File: src/rtl/lbus_seq_if.sv
`default_nettype none
// ============================================================================
// lbus_seq_if : requester handshakes and card-side bus pins of lbus_seq
// Rev 1.0
// ============================================================================
interface lbus_seq_if;
    logic       req0, req1;
    logic       rnw0, rnw1;
    logic       dev0, dev1;
    logic [9:0] addr0, addr1;
    logic [7:0] wdata0, wdata1;
    logic       ack0, ack1;
    logic [7:0] rdata;
    logic [7:0] bd_in;
    logic [7:0] bd_out;
    logic       bd_oe;
    logic       brd_n, bwr_n;
    logic       w5300_cs_n;
    logic [9:0] w5300_addr;
    logic       sl811_cs_n;
    logic       sl811_a0;
    logic       busy;

    modport slave (
        input  req0, req1, rnw0, rnw1, dev0, dev1, addr0, addr1,
               wdata0, wdata1, bd_in,
        output ack0, ack1, rdata, bd_out, bd_oe, brd_n, bwr_n,
               w5300_cs_n, w5300_addr, sl811_cs_n, sl811_a0, busy
    );

    modport master (
        output req0, req1, rnw0, rnw1, dev0, dev1, addr0, addr1,
               wdata0, wdata1, bd_in,
        input  ack0, ack1, rdata, bd_out, bd_oe, brd_n, bwr_n,
               w5300_cs_n, w5300_addr, sl811_cs_n, sl811_a0, busy
    );
endinterface
`default_nettype wire

File: src/rtl/lbus_seq.sv
`default_nettype none
// ============================================================================
// lbus_seq : two-requester local-bus arbiter and W5300/SL811 cycle sequencer
// Rev 1.0
// ============================================================================
module lbus_seq #(
    parameter int SETUP_CYC = 1,
    parameter int W_STB_CYC = 2,
    parameter int S_STB_CYC = 3,
    parameter int HOLD_CYC  = 1
) (
    input  wire logic  clk,
    input  wire logic  rst_n,
    lbus_seq_if.slave  bus
);

    // Phase counters count down to zero, so they load length-1 (0 treated as 1).
    function automatic logic [3:0] load_val(input int n);
        if (n <= 1)       return 4'd0;
        else if (n > 15)  return 4'd14;
        else              return 4'(n - 1);
    endfunction

    localparam logic [3:0] SETUP_LD = load_val(SETUP_CYC);
    localparam logic [3:0] WSTB_LD  = load_val(W_STB_CYC);
    localparam logic [3:0] SSTB_LD  = load_val(S_STB_CYC);
    localparam logic [3:0] HOLD_LD  = load_val(HOLD_CYC);

    typedef enum logic [2:0] {
        IDLE   = 3'd0,
        TURN   = 3'd1,
        SETUP  = 3'd2,
        STROBE = 3'd3,
        HOLD   = 3'd4
    } state_e;

    state_e     state_q, state_d;
    logic [3:0] cnt_q, cnt_d;
    logic       gnt_pend_q, gnt_q, last_grant_q, prev_rd_q;
    logic       rnw_q, dev_q;
    logic [9:0] addr_q;
    logic [7:0] wdata_q;
    logic       ack0_q, ack1_q;
    logic [7:0] rdata_q, bd_out_q;
    logic [9:0] w5300_addr_q;
    logic       sl811_a0_q;

    logic       w_arb, w_win, w_launch, w_last_hold, w_active;

    always_comb begin
        w_win       = (bus.req0 && bus.req1) ? ~last_grant_q : bus.req1;
        w_arb       = (state_q == IDLE) && !gnt_pend_q && (bus.req0 || bus.req1);
        w_launch    = (state_q == IDLE) && gnt_pend_q;
        w_last_hold = (state_q == HOLD) && (cnt_q == 4'd0);
        w_active    = (state_q == SETUP) || (state_q == STROBE) || (state_q == HOLD);
    end

    always_ff @(posedge clk) begin
        if (!rst_n) begin
            state_q      <= IDLE;
            cnt_q        <= 4'd0;
            gnt_pend_q   <= 1'b0;
            gnt_q        <= 1'b0;
            last_grant_q <= 1'b1;
            prev_rd_q    <= 1'b0;
            rnw_q        <= 1'b1;
            dev_q        <= 1'b0;
            addr_q       <= 10'd0;
            wdata_q      <= 8'd0;
            ack0_q       <= 1'b0;
            ack1_q       <= 1'b0;
            rdata_q      <= 8'd0;
            bd_out_q     <= 8'd0;
            w5300_addr_q <= 10'd0;
            sl811_a0_q   <= 1'b0;
        end else begin
            state_q <= state_d;
            cnt_q   <= cnt_d;
            ack0_q  <= w_last_hold && !gnt_q;
            ack1_q  <= w_last_hold &&  gnt_q;
            if (w_arb) begin
                gnt_pend_q   <= 1'b1;
                gnt_q        <= w_win;
                last_grant_q <= w_win;
                rnw_q        <= w_win ? bus.rnw1   : bus.rnw0;
                dev_q        <= w_win ? bus.dev1   : bus.dev0;
                addr_q       <= w_win ? bus.addr1  : bus.addr0;
                wdata_q      <= w_win ? bus.wdata1 : bus.wdata0;
            end else begin
                gnt_pend_q   <= 1'b0;
            end
            if (w_launch) begin
                if (dev_q) sl811_a0_q   <= addr_q[0];
                else       w5300_addr_q <= addr_q;
                if (!rnw_q) bd_out_q <= wdata_q;
            end
            // Capture on the edge where the read strobe rises.
            if ((state_q == STROBE) && (cnt_q == 4'd0) && rnw_q)
                rdata_q <= bus.bd_in;
            if (w_last_hold)
                prev_rd_q <= rnw_q;
        end
    end

    always_comb begin
        state_d = state_q;
        cnt_d   = cnt_q;
        unique case (state_q)
            IDLE: begin
                if (gnt_pend_q) begin
                    if (prev_rd_q && !rnw_q) begin
                        state_d = TURN;
                    end else begin
                        state_d = SETUP;
                        cnt_d   = SETUP_LD;
                    end
                end
            end
            TURN: begin
                state_d = SETUP;
                cnt_d   = SETUP_LD;
            end
            SETUP: begin
                if (cnt_q == 4'd0) begin
                    state_d = STROBE;
                    cnt_d   = dev_q ? SSTB_LD : WSTB_LD;
                end else begin
                    cnt_d = cnt_q - 4'd1;
                end
            end
            STROBE: begin
                if (cnt_q == 4'd0) begin
                    state_d = HOLD;
                    cnt_d   = HOLD_LD;
                end else begin
                    cnt_d = cnt_q - 4'd1;
                end
            end
            HOLD: begin
                if (cnt_q == 4'd0) state_d = IDLE;
                else               cnt_d   = cnt_q - 4'd1;
            end
            default: state_d = IDLE;
        endcase
    end

    always_comb begin
        bus.ack0       = ack0_q;
        bus.ack1       = ack1_q;
        bus.rdata      = rdata_q;
        bus.bd_out     = bd_out_q;
        bus.bd_oe      = w_active && !rnw_q;
        bus.brd_n      = !((state_q == STROBE) &&  rnw_q);
        bus.bwr_n      = !((state_q == STROBE) && !rnw_q);
        bus.w5300_cs_n = !(w_active && !dev_q);
        bus.sl811_cs_n = !(w_active &&  dev_q);
        bus.w5300_addr = w5300_addr_q;
        bus.sl811_a0   = sl811_a0_q;
        bus.busy       = (state_q != IDLE);
    end

endmodule
`default_nettype wire

File: src/flat_wrapper.sv
// flat-port wrapper written by rule: the top's interface ports become plain ports
module lbus_seq_flat 
#(
    parameter int SETUP_CYC = 1,
    parameter int W_STB_CYC = 2,
    parameter int S_STB_CYC = 3,
    parameter int HOLD_CYC  = 1
)
  (clk, rst_n, bus_req0, bus_req1, bus_rnw0, bus_rnw1, bus_dev0, bus_dev1, bus_addr0, bus_addr1, bus_wdata0, bus_wdata1, bus_bd_in, bus_ack0, bus_ack1, bus_rdata, bus_bd_out, bus_bd_oe, bus_brd_n, bus_bwr_n, bus_w5300_cs_n, bus_w5300_addr, bus_sl811_cs_n, bus_sl811_a0, bus_busy);
  lbus_seq_if bus_i ();
  input  wire logic clk;
  input  wire logic rst_n;
  input wire logic [$bits(bus_i.req0)-1:0] bus_req0;
  input wire logic [$bits(bus_i.req1)-1:0] bus_req1;
  input wire logic [$bits(bus_i.rnw0)-1:0] bus_rnw0;
  input wire logic [$bits(bus_i.rnw1)-1:0] bus_rnw1;
  input wire logic [$bits(bus_i.dev0)-1:0] bus_dev0;
  input wire logic [$bits(bus_i.dev1)-1:0] bus_dev1;
  input wire logic [$bits(bus_i.addr0)-1:0] bus_addr0;
  input wire logic [$bits(bus_i.addr1)-1:0] bus_addr1;
  input wire logic [$bits(bus_i.wdata0)-1:0] bus_wdata0;
  input wire logic [$bits(bus_i.wdata1)-1:0] bus_wdata1;
  input wire logic [$bits(bus_i.bd_in)-1:0] bus_bd_in;
  output wire logic [$bits(bus_i.ack0)-1:0] bus_ack0;
  output wire logic [$bits(bus_i.ack1)-1:0] bus_ack1;
  output wire logic [$bits(bus_i.rdata)-1:0] bus_rdata;
  output wire logic [$bits(bus_i.bd_out)-1:0] bus_bd_out;
  output wire logic [$bits(bus_i.bd_oe)-1:0] bus_bd_oe;
  output wire logic [$bits(bus_i.brd_n)-1:0] bus_brd_n;
  output wire logic [$bits(bus_i.bwr_n)-1:0] bus_bwr_n;
  output wire logic [$bits(bus_i.w5300_cs_n)-1:0] bus_w5300_cs_n;
  output wire logic [$bits(bus_i.w5300_addr)-1:0] bus_w5300_addr;
  output wire logic [$bits(bus_i.sl811_cs_n)-1:0] bus_sl811_cs_n;
  output wire logic [$bits(bus_i.sl811_a0)-1:0] bus_sl811_a0;
  output wire logic [$bits(bus_i.busy)-1:0] bus_busy;
  assign bus_i.req0 = bus_req0;
  assign bus_i.req1 = bus_req1;
  assign bus_i.rnw0 = bus_rnw0;
  assign bus_i.rnw1 = bus_rnw1;
  assign bus_i.dev0 = bus_dev0;
  assign bus_i.dev1 = bus_dev1;
  assign bus_i.addr0 = bus_addr0;
  assign bus_i.addr1 = bus_addr1;
  assign bus_i.wdata0 = bus_wdata0;
  assign bus_i.wdata1 = bus_wdata1;
  assign bus_i.bd_in = bus_bd_in;
  assign bus_ack0 = bus_i.ack0;
  assign bus_ack1 = bus_i.ack1;
  assign bus_rdata = bus_i.rdata;
  assign bus_bd_out = bus_i.bd_out;
  assign bus_bd_oe = bus_i.bd_oe;
  assign bus_brd_n = bus_i.brd_n;
  assign bus_bwr_n = bus_i.bwr_n;
  assign bus_w5300_cs_n = bus_i.w5300_cs_n;
  assign bus_w5300_addr = bus_i.w5300_addr;
  assign bus_sl811_cs_n = bus_i.sl811_cs_n;
  assign bus_sl811_a0 = bus_i.sl811_a0;
  assign bus_busy = bus_i.busy;
  lbus_seq #(.SETUP_CYC(SETUP_CYC), .W_STB_CYC(W_STB_CYC), .S_STB_CYC(S_STB_CYC), .HOLD_CYC(HOLD_CYC)) u_core (.clk(clk), .rst_n(rst_n), .bus(bus_i));
endmodule
File: config.mk
export PLATFORM = sky130hd
export DESIGN_NAME = lbus_seq_flat
export DESIGN_NICKNAME = d
export VERILOG_FILES = /design/src/rtl/lbus_seq_if.sv /design/src/rtl/lbus_seq.sv /design/src/flat_wrapper.sv
export SDC_FILE = /design/constraint.sdc
export NUM_CORES = 1
export LEC_CHECK = 0
export BUFFER_PORTS_ARGS = -buffer_cell sky130_fd_sc_hd__buf_2
export CAP_MARGIN = 5
export CORE_MARGIN = 2
export CORE_UTILIZATION = 46
export DETAILED_ROUTE_END_ITERATION = 8
export PLACE_DENSITY = 0.74
export SLEW_MARGIN = 10
export SYNTH_ARGS = -nofsm -noshare
export SYNTH_HDL_FRONTEND = slang
export SYNTH_SLANG_ARGS = --single-unit
export TNS_END_PERCENT = 5
File: constraint.sdc
create_clock -name clk -period 1.83 [get_ports clk]
set_clock_uncertainty 0.1 [all_clocks]
set_input_delay 0.0915 -clock clk [delete_from_list [all_inputs] [get_ports clk]]
set_output_delay 0.0915 -clock clk [all_outputs]
set_load 0.02 [all_outputs]
==> Yosys cells after proc, flatten, opt, wreduce, memory -nomap -nowiden <==
Cells that the tools add are included.
{ "op_classes": {"add_sub_neg": 1, "n_eq_ne": 10, "muxes": 19, "bitwise_logic": 3, "n_reduce_logical": 35} }
{ "op_table": {"columns": ["operator", "count"], "rows": [
  ["$mux W4", 5],
  ["$pmux W4 S5", 1],
  ["$logic_and A1 B1 Y1", 15],
  ["$pmux W3 S5", 1],
  ["$mux W3", 4],
  ["$mux W10", 1],
  ["$logic_not A1 Y1", 8],
  ["$mux W8", 1],
  ["$reduce_and A4 Y1", 2],
  ["$eq A3 B2 Y1 const B", 2],
  ["$ne A2 B1 Y1 const B", 3],
  ["$ne A2 B2 Y1 const B", 3],
  ["$reduce_and A2 Y1", 3],
  ["$reduce_bool A5 Y1", 1],
  ["$logic_not A4 Y1", 1],
  ["$mux W1", 4],
  ["$mux W2", 2],
  ["$sub A4 B1 Y4 const B", 1],
  ["$eq A3 B1 Y1 const B", 1],
  ["$eq A3 B3 Y1 const B", 1],
  ["$logic_not A3 Y1", 1],
  ["$logic_or A1 B1 Y1", 3],
  ["$not A1 Y1", 3],
  ["$reduce_bool A3 Y1", 1]
]} }
{ "word_totals": {"register_bits": 60, "in_bits": 52, "out_inout_bits": 35, "word_cells": 84} }

==> Longest topological paths before layout <==
Gate-level depths: netlist of the first run.
{ "logic_depth": {"depth_word": 5, "depth_mapped": 7, "ltp_nobuf": 6} }

==> Worst setup path before layout of the first run <==
OpenSTA, ideal clock, no wires.
{ "synth_path": {"path_type": "flip-flop to flip-flop", "start": "register u_core.cnt_q[0]", "end": "register u_core.cnt_q[2]", "setup_ns": 0.123, "arrival_time_ns": 1.576, "slack_ns": 0.030, "stages_incl_launch_ff": 8, "n_path_buf": 1, "cell_sequence": "dfxtp_1 inv_1 ha_1 or3b_2 buf_2 a21oi_1 o22a_1 o22ai_1"} }
{ "synth_via": {"elab_chain_len": 3} }
{ "synth_lines": {"columns": ["element", "line", "text"], "rows": [
  ["from (decl)", "lbus_seq.sv:38", "logic [3:0] cnt_q, cnt_d;"],
  ["from (signal assigned)", "lbus_seq.sv:78", "cnt_q <= cnt_d;"],
  ["$sub A4 B1 Y4 or $logic_not A4 Y1 (tied branches)", null, null],
  ["$mux W4 (tied with other cells)", "lbus_seq.sv:140", "if (cnt_q == 4'd0) state_d = IDLE;"],
  ["$pmux W4 S5 or $reduce_and A4 Y1 (tied branches)", null, null]
]} }
Parallel ways exist; a longest one is shown, timed or not. The select of a mux whose other input is x is not followed.
A chain may end at the register's enable or synchronous reset.

==> Final worst setup path of the first run <==
{ "layout_path": {"start": "input port bus_req1", "end": "register u_core.rnw_q"} }
{ "layout_via": {"elab_chain_len": 3} }
{ "layout_lines": {"columns": ["element", "line", "text"], "rows": [
  ["from (decl)", "flat_wrapper.sv:14", "input wire logic [$bits(bus_i.req1)-1:0] bus_req1;"],
  ["$logic_and A1 B1 Y1", "lbus_seq.sv:51", "w_win = (bus.req0 && bus.req1) ? ~last_grant_q : bus.req1;"],
  ["$mux W1", "lbus_seq.sv:51", null],
  ["$mux W1", "lbus_seq.sv:85", "rnw_q <= w_win ? bus.rnw1 : bus.rnw0;"],
  ["to (signal assigned)", "lbus_seq.sv:85", null],
  ["to (decl)", "lbus_seq.sv:40", "logic rnw_q, dev_q;"]
]} }
Parallel ways exist; a longest one is shown, timed or not.

==> results_dict.tcl, run 1 <==
set metrics [dict create \
    numPortBuffers 86 \
    diodes 0 \
    track_usage 0.178 \
    grt_overflow 0 \
    max_clock_freq_mhz 580 \
    cap_violations 0 \
    synth_area_per_cell_sq_um 10.1 \
    cp.arrival_ns 1.82 \
    synth_fa_ha_area_frac 0.00910 \
    clockBufferDepth 2 \
    gp_congestion 0.874 \
    clkSlewWorstSetupHoldPaths_ns 0.06 \
    cts.sinks 60 \
    synthFlopType "dfxtp_1" \
    outcome "complete, no violations" \
    vdd_ir_drop_max_uv 568 \
    final_core_util 0.643 \
    synth_area_sq_mm 0.00275 \
    drtPass1Iterations 4 \
    clk_latency_ns 0.33 \
    post_cts_buffers 0 \
    final_net_count 444 \
    synthMuxAreaShare 0.171 \
    cts_tree "yes" \
    crit_family "buffers and inverters" \
    hold_class "in -> reg" \
    drtAntennaViolNets 0 \
    synth-simple-area-share 0.212 \
    cp_cell_sequence "dlygate4sd3_1, buf_2, a21boi_4, mux2i_1, dlygate4sd3_1, o211ai_1" \
    synthXorXnorAreaFrac 0 \
    synth.net_count 327 \
    clockPowerShare 0.269 \
    setup_violations 0 \
    setup.worst_path.start "bus_req1" \
    min_period_ns 1.72 \
    grt_pass1_vias 2071 \
    ios 87 \
    routedWlPerCell_microns 12.5 \
    rsz0062_at_grt "yes" \
    htree_levels 3 \
    power.internal_w 0.00278 \
    yosysWarnings 0 \
    setup.worst_path.end "u_core.rnw_q" \
    die_area_sq_mm 0.00661 \
    yosysSeqAreaShare 0.437 \
    pwr-share-comb 0.330 \
    worst-path-buf-inv 3 \
    worstMarginPinSlew_ns 0.442 \
    cp_max_fo 4 \
    p_leak_nw 1.77 \
    rows 28 \
    critPathKind "in -> reg" \
    synth_top_area_share 0.437 \
    hold_viol_final 0 \
    r2r_start "u_core.cnt_q[0]" \
    synth_top_area_cell "dfxtp_1" \
    grt_antenna_before_repair 0 \
    switchingPower_w 0.00128 \
    cp_common_cell "dlygate4sd3_1" \
    r2r_slack_ns 0.11 \
    critPathLaunchType "input port" \
    drive_gt1_frac 0.319 \
    slowest_stage "dlygate4sd3_1" \
    core_sq_mm 0.00585 \
    swShare 0.315 \
    synthDistinctLibCells 43 \
    drtIter0Drc 62 \
    rr_endpoint "u_core.cnt_q[0]" \
    cts_root_buffer "clkbuf_8" \
    crit_required_ns 1.93 \
    place_area_sq_mm 0.00333 \
    synthArstFlopShare 0 \
    crit_cells 6 \
    synth_top_family_by_area "simple AND/OR/NAND/NOR gates" \
    grt_pass1_wl_microns 9030 \
    yosys-top-cells-area "dfxtp_1 44%, mux2i_1 17%, nor2b_1 7.1%" \
    fp.dieH_microns 81.3 \
    fillCellCount 479 \
    start_util 0.470 \
    design_area_sq_mm 0.00376 \
    endpoint_kind "flop" \
    dieWidth_microns 81.3 \
    synth_compound_area_frac 0.133 \
    synthCells 273 \
    avgViaCountPerCell 4.96 \
    timing.final.crit_share 0.942 \
    area_delta_synth_final_pct 36.9 \
    routed_wl_microns 5890 \
    numCtsBuffers 9 \
    synth-seq-cells 60 \
    synth-edff-count 0 \
    ff2ff_path_depth 7 \
    slew_headroom 0.706 \
    drc_errors 0 \
    dr_total_vias 2332 \
    grt_max_degree 39 \
    sequentialPowerShare 0.401 \
    final-max-slew-violation-count 0 \
    hpwl_microns 4110 \
    fin_tns_setup_ns 0 \
    slowest_delay_ns 0.56 \
    power_density_mw_per_mm2 1080 \
]
==> routing by layer <==
layer / track usage / vias to the layer above / wire, microns
met5: 0 / - / 0
met4: 0.0729 / 0 / 98
met3: 0.0611 / 14 / 367
met2: 0.294 / 66 / 2740
met1: 0.210 / 1060 / 2680
li1: - / 1192 / -
==> sequential cells by signal, indices dropped and copies added, names as in the netlist <==
| signal | cells |
|---|---|
| u_core.addr_q | 10 |
| u_core.bus.w5300_addr | 10 |
| u_core.bus.bd_out | 8 |
| u_core.bus.rdata | 8 |
| u_core.wdata_q | 8 |
| u_core.cnt_q | 4 |
| u_core.state_q | 3 |
| u_core.bus.ack0 | 1 |
| u_core.bus.ack1 | 1 |
| u_core.bus.sl811_a0 | 1 |
| u_core.dev_q | 1 |
| u_core.gnt_pend_q | 1 |
| u_core.gnt_q | 1 |
| u_core.last_grant_q | 1 |
| u_core.prev_rd_q | 1 |
| u_core.rnw_q | 1 |
==> worst min-delay path by stage <==
stage	start	end	slack [ns]	depth (start not counted)
floorplan	bus_bd_in[0]	u_core.bus.rdata[0]	0.16	2
global placement	bus_bd_in[1]	u_core.bus.rdata[1]	0.25	3
detailed placement	bus_bd_in[1]	u_core.bus.rdata[1]	0.26	3
CTS	bus_wdata1[4]	u_core.wdata_q[4]	0.0007	4
global route	bus_addr1[4]	u_core.addr_q[4]	0.02	4
finish	bus_wdata0[5]	u_core.wdata_q[5]	0.01	4
==> synthesized netlist by cell type (2+ instances only) <==
cell,count
dfxtp_1,60
mux2i_1,47
nor2b_1,31
nand2_1,28
o211a_1,18
nor2_1,9
buf_2,8
clkbuf_1,8
o21ai_0,8
inv_1,4
a21oi_1,3
and3_1,3
nor2_8,3
nor3_1,3
o22ai_1,3
a22oi_1,2
a31oi_1,2
ha_1,2
nand3b_1,2
o21a_1,2
o31ai_1,2
or2_2,2
or3_1,2
or3b_2,2
==> per-stage QoR <==
stage,cells,power (W),worst slack (ns),hold slack (ns)
final,470,0.00405,0.106,0.0134
after CTS,470,0.00408,0.0693,0.000698
after global routing,470,0.00428,-0.00336,0.0222
after detailed placement,430,0.00292,-0.0433,0.258
after floorplan,273,0.00254,0.0302,0.161
after global placement,430,0.00289,0.0305,0.251
==> layout by cell type (no fill, tap or decap), types with 4 or more instances in the layout <==
cell type and n:
nor2b_1 30, nor2_1 8, o21ai_0 8, inv_1 4
buf_2 86, dfxtp_1 60, nand2_1 28, clkbuf_1 5
dlygate4sd3_1 24, o211a_1 18, mux2i_1 47, clkbuf_8 9
buf_4 12
==> power groups by stage <==
| stage | Combinational [W] | Clock, W | Sequential (W) |
|---|---|---|---|
| after floorplan | 0.000872 | 0 | 0.00167 |
| after global placement | 0.00124 | 0 | 0.00164 |
| after detailed placement | 0.00127 | 0 | 0.00165 |
| after CTS | 0.00134 | 0.00112 | 0.00163 |
| after global routing | 0.00147 | 0.00117 | 0.00165 |
| final | 0.00134 | 0.00109 | 0.00163 |
==> what timing repair did <==
| item | in CTS | in global routing |
|---|---|---|
| setup endpoints to repair | 4 | 5 |
| hold buffers | 24 | 0 |
| hold endpoints to repair | 17 | 0 |
| gates resized for setup | 3 | 3 |
==> layout make-up <==
cell class | instances | area [sq um] | area share
clock buffers | 14 | 143 | 0.0379
clock inverters | 2 | 35.0 | 0.00931
inverters | 4 | 15.0 | 0.00399
multi-input cells | 191 | 1480 | 0.392
flip-flops and latches | 60 | 1200 | 0.319
well taps | 75 | 93.8 | 0.0249
repair buffers | 124 | 801 | 0.213
==> worst reg2reg max path: cells and delay by family (launching register included) <==
family | cells | cell delay (ns)
fa+ha+maj | 1 | 0.15
flops | 1 | 0.31
simple gates | 2 | 0.53
buf+inv | 2 | 0.27
compound gates | 2 | 0.27
==> logic make-up after synthesis <==
logic type	Yosys count
simple gates	95
buf+inv	22
compound gates	47
fa+ha+maj	2
mux	47
flops	60
Power figures use the tool's default switching activity.
==> inputs of run 2 (changes only) <==
--- a/config.mk
+++ b/config.mk
@@ -7,10 +7,10 @@
 export LEC_CHECK = 0
 export BUFFER_PORTS_ARGS = -buffer_cell sky130_fd_sc_hd__buf_2
 export CAP_MARGIN = 5
-export CORE_MARGIN = 2
 export CORE_UTILIZATION = 46
 export DETAILED_ROUTE_END_ITERATION = 8
 export PLACE_DENSITY = 0.74
+export SETUP_SLACK_MARGIN = 0.4
 export SLEW_MARGIN = 10
 export SYNTH_ARGS = -nofsm -noshare
 export SYNTH_HDL_FRONTEND = slang
==> run 2 against run 1 <==
Against the previous run: sequential share of layout area down 0.64 points; first-iteration DRC count up 39%; sequential cell count unchanged; critical path depth unchanged; routed wire length up 4.6%; global-route usage up 2.0 points; cell count down 1.5%; clock-buffer cell count down 3; sequential power about the same; largest cell class unchanged.
==> results_dict.tcl, run 2 (synthesis results as in run 1) <==
set metrics [dict create \
    outcome "complete, no violations" \
    drtPass1Iterations 4 \
    setup_violations 0 \
    area_delta_synth_final_pct 40.3 \
    fillCellCount 442 \
    hold_class "in -> reg" \
    crit_required_ns 1.93 \
    ios 87 \
    gp_congestion 0.821 \
    hpwl_microns 3860 \
    power_density_mw_per_mm2 1150 \
    track_usage 0.198 \
    cap_violations 0 \
    cts_root_buffer "clkbuf_8" \
    cts_tree "yes" \
    routed_wl_microns 6160 \
    vdd_ir_drop_max_uv 597 \
    critPathKind "reg -> reg" \
    drc_errors 0 \
    slowest_delay_ns 0.41 \
    hold_path.startpoint "bus_wdata0[0]" \
    grt_pass1_wl_microns 9590 \
    fin_ws_ns 0.142 \
    htree_levels 3 \
    top_usage_layer "met2" \
    grt_pass1_vias 2163 \
    max_clock_freq_mhz 593 \
    timing.final.crit_share 0.922 \
    p_leak_nw 1.82 \
    final_core_util 0.684 \
    diodes 0 \
    die_area_sq_mm 0.00629 \
    dr_total_vias 2330 \
    avgViaCountPerCell 5.03 \
    final-max-slew-violation-count 0 \
    use_met2 0.341 \
    design_area_sq_mm 0.00386 \
    dieWidth_microns 79.3 \
    drtIter0Drc 86 \
    rsz0062_at_grt "yes" \
    r2r_start "u_core.state_q[0]" \
    start_util 0.487 \
    critPathLaunchType "flop" \
    final_common_cell "buf_2" \
    fp.dieH_microns 79.3 \
    cp_cell_sequence "buf_4, buf_6, or3b_4, nor2_4, o22a_1, o22ai_1" \
    drive_gt1_frac 0.373 \
    use_met1 0.232 \
    holdWs_ns 0.00932 \
    grt_antenna_before_repair 0 \
    r2r_slack_ns 0.14 \
    multi_input_area_sq_mm 0.00153 \
    routedWlPerCell_microns 13.3 \
    clkSlewWorstSetupHoldPaths_ns 0.07 \
    setup.worst_path.start "u_core.state_q[0]" \
    grt_overflow 0 \
    cts.sinks 60 \
    place_area_sq_mm 0.00334 \
    numPortBuffers 86 \
    cp_max_fo 8 \
    numCtsBuffers 9 \
    clk_latency_ns 0.33 \
    rows 27 \
    slowest_stage "or3b_4" \
    fin_tns_setup_ns 0 \
    final_net_count 440 \
    slew_headroom 0.744 \
    hold_viol_final 0 \
    grtUsageMet3 0.0529 \
    pre_cts_ws_ns 0.00496 \
    register_area_sq_mm 0.00121 \
    min_period_ns 1.69 \
    most-common-layout-cells "83 x buf_2, 56 x dfxtp_1, 47 x mux2i_1" \
    endpoint_kind "flop" \
    cp.arrival_ns 1.79 \
    core_sq_mm 0.00564 \
    grt_max_degree 41 \
    clockBufferDepth 2 \
    worstMarginPinSlew_ns 0.380 \
    drtAntennaViolNets 0 \
]
-- run 2: changes by cell type in the layout (fill, tap and decap cells not counted), sizes merged --
cell         change
dlygate4sd3      -7
clkbuf           -2
buf              +2
clkinv           +2
bufinv           +1
-- run 2: per-stage QoR --
stage,power [W],instances
floorplan,0.00262,273
global placement,0.00288,423
detailed placement,0.00290,423
CTS,0.00431,461
global route,0.00466,463
finish,0.00442,463
-- run 2: worst paths after layout --
| kind | end | depth (start not counted) |
|---|---|---|
| min reg2reg | u_core.bus.ack0 | 1 |
| max | u_core.cnt_q[2] | 6 |
| min | u_core.wdata_q[0] | 4 |
| max reg2reg | u_core.cnt_q[2] | 6 |
-- run 2: area by class of cell --
cell class,instances,share of cell area
multi-input cells,191,0.398
flip-flops and latches,60,0.313
repair buffers,120,0.206
clock buffers,11,0.0367
well taps,72,0.0234
clock inverters,5,0.0195
inverters,4,0.00389
-- run 2: timing repair --
action	CTS	global route
gates resized for setup	12	7
gates cloned	0	1
endpoints found under the hold margin	16	0
setup buffers	5	1
hold buffers	17	0
endpoints found under the setup margin	65	65
pin swaps	5	3
-- run 2: report_power, final --
group / internal (W) / leakage (nW) / switching [W]
combinational: 0.000721 / 1.21 / 0.000769
clock: 0.000797 / 0.113 / 0.000496
sequential: 0.00150 / 0.492 / 0.000132
total: 0.00302 / 1.82 / 0.00140
-- run 2: routing by layer --
metal	vias up	routed length [microns]
met5	-	0
met1	1058	2830
met2	75	2920
met4	0	116
met3	13	296
li1	1184	-
-- run 2: worst max-delay path: cells and delay by family, from the launching register on --
kind	cells	cell delay, ns
flip-flops	1	0.33
AO/OA/AOI/OAI	2	0.24
AND/OR/NAND/NOR	2	0.63
buffers and inverters	2	0.27
